===== config.mk =====
export PLATFORM = sky130hd
export DESIGN_NAME = fdcp_bank_init_ctrl
export DESIGN_NICKNAME = d
export VERILOG_FILES = /design/src/rtl/fdcp_bank_init_ctrl.sv
export SDC_FILE = /design/constraint.sdc
export NUM_CORES = 1
export LEC_CHECK = 0
export ABC_AREA = 1
export BUFFER_PORTS_ARGS = -buffer_cell sky130_fd_sc_hd__clkbuf_2
export CORE_ASPECT_RATIO = 0.75
export CORE_MARGIN = 2
export CORE_UTILIZATION = 28
export CTS_BUF_LIST = sky130_fd_sc_hd__clkbuf_4
export DETAILED_ROUTE_END_ITERATION = 10
export GPL_TIMING_DRIVEN = 0
export PLACE_DENSITY = 0.51
export SLEW_MARGIN = 10
export SYNTH_ARGS = -nofsm -noshare
export SYNTH_HDL_FRONTEND = slang
export SYNTH_SLANG_ARGS = --single-unit
export TNS_END_PERCENT = 30

===== constraint.sdc =====
create_clock -name c_i -period 1.7 [get_ports c_i]
set_input_delay 0.34 -clock c_i [delete_from_list [all_inputs] [get_ports c_i]]
set_output_delay 0.34 -clock c_i [all_outputs]
set_load 0.005 [all_outputs]

===== src/rtl/fdcp_bank_init_ctrl.sv =====
// Load sequencer for a bank of async-clear/async-preset flops: drives per-bit
// PRE/CLR to force a target value, releases, settles, then verifies readback.
module fdcp_bank_init_ctrl #(
  parameter int               WIDTH      = 8,
  parameter logic [WIDTH-1:0] INIT       = '0,
  parameter int               HOLD_CYC   = 2,
  parameter int               SETTLE_CYC = 1
) (
  input  logic             c_i,
  input  logic             clr_n_i,
  input  logic             req_i,
  input  logic             use_pat_i,
  input  logic [WIDTH-1:0] pat_i,
  input  logic [WIDTH-1:0] bank_q_i,
  output logic [WIDTH-1:0] bank_pre_o,
  output logic [WIDTH-1:0] bank_clr_o,
  output logic             bank_ce_o,
  output logic             busy_o,
  output logic             ack_o,
  output logic             err_o
);

  localparam int CNT_MAX = (HOLD_CYC > SETTLE_CYC) ? HOLD_CYC : SETTLE_CYC;
  localparam int CW      = $clog2(CNT_MAX + 1);

  typedef enum logic [1:0] {
    S_IDLE   = 2'd0,
    S_ASSERT = 2'd1,
    S_SETTLE = 2'd2
  } state_t;

  state_t           state_q;
  logic [CW-1:0]    cnt_q;
  logic [WIDTH-1:0] tgt_q;
  logic             from_req_q;
  logic [WIDTH-1:0] pre_q;
  logic [WIDTH-1:0] clr_q;
  logic             ce_q;
  logic             busy_q;
  logic             ack_q;
  logic             err_q;

  logic [WIDTH-1:0] tgt_d;
  logic             mismatch;

  assign tgt_d    = use_pat_i ? pat_i : INIT;
  assign mismatch = (bank_q_i != tgt_q);

  // cnt_q counts hold edges including the accept edge; after reset it starts
  // at 0 so the reset-origin sequence gets a full HOLD_CYC after release.
  always_ff @(posedge c_i or negedge clr_n_i) begin
    if (!clr_n_i) begin
      state_q    <= S_ASSERT;
      cnt_q      <= '0;
      tgt_q      <= INIT;
      from_req_q <= 1'b0;
      pre_q      <= INIT;
      clr_q      <= ~INIT;
      ce_q       <= 1'b0;
      busy_q     <= 1'b1;
      ack_q      <= 1'b0;
      err_q      <= 1'b0;
    end else begin
      ack_q <= 1'b0;
      case (state_q)
        S_IDLE: begin
          if (req_i) begin
            state_q    <= S_ASSERT;
            cnt_q      <= CW'(1);
            tgt_q      <= tgt_d;
            from_req_q <= 1'b1;
            pre_q      <= tgt_d;
            clr_q      <= ~tgt_d;
            ce_q       <= 1'b0;
            busy_q     <= 1'b1;
            err_q      <= 1'b0;
          end
        end
        S_ASSERT: begin
          if (cnt_q == CW'(HOLD_CYC)) begin
            state_q <= S_SETTLE;
            cnt_q   <= '0;
            pre_q   <= '0;
            clr_q   <= '0;
          end else begin
            cnt_q <= cnt_q + CW'(1);
          end
        end
        S_SETTLE: begin
          if (cnt_q == CW'(SETTLE_CYC - 1)) begin
            state_q    <= S_IDLE;
            cnt_q      <= '0;
            ce_q       <= 1'b1;
            busy_q     <= 1'b0;
            ack_q      <= from_req_q;
            from_req_q <= 1'b0;
            if (mismatch) err_q <= 1'b1;
          end else begin
            cnt_q <= cnt_q + CW'(1);
          end
        end
        default: begin
          state_q <= S_IDLE;
          cnt_q   <= '0;
          pre_q   <= '0;
          clr_q   <= '0;
          ce_q    <= 1'b1;
          busy_q  <= 1'b0;
        end
      endcase
    end
  end

  assign bank_pre_o = pre_q;
  assign bank_clr_o = clr_q;
  assign bank_ce_o  = ce_q;
  assign busy_o     = busy_q;
  assign ack_o      = ack_q;
  assign err_o      = err_q;

endmodule


==> summary.txt <==
Run status
  • Run status: finished, final reports clean

CTS
  • Clk sink count: 33
  • Root buf cell: clkbuf_4
  • Worst-skew pair later-pin latency: 0.33 ns
  • Maximum clock insertion buffer count: 2
  • Num CTS Buffers: 5
  • Post-CTS Hold Buffers: 0
  • PostCTS Resize Cnt: 0
  • Post-CTS Setup Bufs: 0
  • CTS tree: built
  • Clk slew on worst S/H paths: around 0.10 ns
  • # H-tree levels: 2

Drt
  • Drt pass-1 iters: 4
  • Vias per cell: approximately 4.2
  • 1st-iter DRT viols: 59
  • Routed length per instance: ~12 um
  • Drt drc: 0
  • Vias: around 1300
  • Routed Antenna Nets: 0
  • Final wirelength: 3720 um

STA
  • Period Utilization, post-route: 0.803
  • Fin. max-slew vios: 0
  • RSZ-0062 raised after global routing: false
  • Worst-margin pin slew: 0.847 ns
  • Post-route clock skew: 0.0114 ns
  • Hold Vio Cnt, Final: 0
  • Max-slew headroom: 0.435
  • Fmax: 733 MHz
  • Final Critical Period: 1.36 ns
  • Post-Route Setup TNS: 0 ns
  • Final setup fails: 0

Finish
  • Highest-count cells in the layout ignoring fill and taps: nand2_1 (48), clkbuf_2 (38), inv_1 (27)
  • Layout area overhead: 20.8%
  • Post-layout nets: 252
  • Antenna Cells: 0
  • Commonest non-fill, non-tap cell in the layout: nand2_1
  • Final instance area: between 1500 and 2000 sq um
  • Layout cells sized above 1: 0.391

Synth
  • Asr flop ratio synth: 1.00
  • Mean area per synthesized cell: 8.97 sq um
  • Number of synthesized flops with an enable pin: 0
  • Most used DFF post-synth: dfrtp_1
  • Yosys warnings: 0
  • Number of library cell types mapped by synthesis: 26
  • Gate count of the mapped netlist: 184
  • Seq/Total Area, Yosys: 0.508
  • Post-synthesis cell area: 1650 sq um
  • FF+latch count, synth: 33
  • Mapped Nets: 207

Worst setup path
  • FF-to-FF Start: cnt_q[0]$_DFFE_PN0P_
  • Critical path type: register to register
  • Reg2Reg Setup Slack: 0.34 ns
  • Crit path cell chain: inv_1, ha_1, o21ai_4, buf_6, o21ai_2, o21ai_2
  • Critical Path End Type: register
  • CP Max Fanout: 10
  • Data arrival, critical path: 1.62 ns
  • Critical path required time: roughly 2.0 ns
  • Crit start category: register
  • Worst r2r dst: bank_pre_o[2]$_DFFE_PN0P_
  • Most frequent CP cell: o21ai_2
  • Slowest CP cell: dfrtp_1
  • R2r worst-path depth: 6
  • CP bufs+invs: 2
  • Slowest stage delay, CP: 0.38 ns
  • Top delay family on crit path: flip-flops

Die
  • Die Y-Extent: between 70 and 80 um
  • Rows: 24
  • Initial Util: 0.286
  • Die width: 92.7 um
  • Core footprint: roughly 5800 sq um
  • Die area: about 6500 sq um
  • # IOs: 40

Power and ir drop
  • VDD IR-drop max: around 0.6 mV
  • P per Cell Area: 1650 nW/um^2
  • Lkg Pwr: 1.07 nW

Global route
  • Initial antenna violation count: 0
  • Tot GR Track Use: 0.126
  • Global route total overflow: 0
  • Pin count of the biggest net entering global routing: 34
  • Wire length of the first global-routing pass: roughly 6300 um
  • Vias in the first global route: 1272

Placed design
  • IO Port Bufs: 38
  • Placer Congestion: 0.732
  • Final HPWL DP: 2810 um
  • Placed cell areas: 1940 sq um

Hold path
  • Hold/Removal Path Class: input pin to asynchronous set/reset pin

Job
  • Max-cap violations: 0
-- worst reg2reg max path, cell delays in order, from the launching register on --
cell	delay [ns]
dfrtp_1	0.38
inv_1	0.07
ha_1	0.25
o21ai_4	0.26
buf_6	0.22
o21ai_2	0.07
o21ai_2	0.05
-- power by group --
| group | switching, mW | internal [mW] | total, mW |
|---|---|---|---|
| combinational | 0.884 | 0.582 | 1.47 |
| sequential | 0.208 | 1.18 | 1.39 |
| clock | 0.264 | 0.173 | 0.437 |
-- worst max-delay path by stage --
stage	depth (start not counted)	end	from	slack [ns]
after floorplan	9	err_o$_DFFE_PN0P_	state_q[0]$_DFFE_PN1P_	0.48
after global placement	6	bank_pre_o[2]$_DFFE_PN0P_	cnt_q[0]$_DFFE_PN0P_	0.35
after detailed placement	6	bank_pre_o[2]$_DFFE_PN0P_	cnt_q[0]$_DFFE_PN0P_	0.35
after CTS	6	bank_pre_o[2]$_DFFE_PN0P_	cnt_q[0]$_DFFE_PN0P_	0.31
after global routing	6	bank_pre_o[2]$_DFFE_PN0P_	cnt_q[0]$_DFFE_PN0P_	0.22
final	6	bank_pre_o[2]$_DFFE_PN0P_	cnt_q[0]$_DFFE_PN0P_	0.34
-- per-stage QoR --
stage | hold slack [ns] | instances | total power [mW] | setup slack [ns] | util
6_report | 0.101 | 308 | 3.29 | 0.335 | 0.346
3_5_place_dp | 0.449 | 300 | 2.89 | 0.349 | 0.336
3_3_place_gp | 0.449 | 300 | 2.88 | 0.348 | 0.336
5_1_grt | 0.139 | 308 | 3.58 | 0.220 | 0.346
2_1_floorplan | 0.0444 | 184 | 2.39 | 0.480 | -
4_1_cts | 0.116 | 308 | 3.34 | 0.309 | 0.346
-- per-layer routing --
| metal | vias to the layer above | GRT usage | wire length (um) |
|---|---|---|---|
| met5 | - | 0 | 0 |
| met4 | 0 | 0.0245 | 0 |
| met3 | 0 | 0.0356 | 189 |
| met2 | 30 | 0.170 | 1510 |
| met1 | 610 | 0.199 | 2020 |
| li1 | 665 | - | - |
-- synth_stat cells (all sizes together) (2+ instances only) --
| master | count | area (sq um) |
|---|---|---|
| nand2 | 53 | 216 |
| o21ai | 36 | 240 |
| inv | 32 | 123 |
| dfrtp | 23 | 576 |
| dfstp | 10 | 263 |
| nor2 | 7 | 48.8 |
| nand3 | 6 | 35.0 |
| buf | 5 | 52.6 |
| a21oi | 3 | 18.8 |
| ha | 3 | 37.5 |
| xor2 | 2 | 17.5 |
-- state kept, by name, summed over array words and instances, names as in the netlist --
| signal | count |
|---|---|
| tgt_q | 8 |
| state_q | 2 |
| from_req_q | 1 |
| bank_pre_o | 8 |
| cnt_q | 2 |
| err_o | 1 |
| ack_o | 1 |
| busy_o | 1 |
| bank_clr_o | 8 |
| bank_ce_o | 1 |
-- layout make-up --
cell class / instances / area, sq um
inverters: 32 / 123
clock inverters: 2 / 10.0
flip-flops and latches: 33 / 838
clock buffers: 6 / 45.0
multi-input cells: 113 / 633
repair buffers: 38 / 190
well taps: 78 / 97.6
plain buffers: 6 / 56.3
fillers: 654 / 3770
-- cell families (layout without fill, tap and decap cells) --
logic type | count (synthesis) | in the layout | share of synthesized area
flops | 33 | 33 | 0.508
buf+inv | 38 | 84 | 0.108
xor+xnor | 2 | 2 | 0.0106
simple gates | 67 | 67 | 0.185
fa+ha+maj | 3 | 3 | 0.0227
compound gates | 41 | 41 | 0.165
Note: power is estimated with default switching activity, not from simulation.
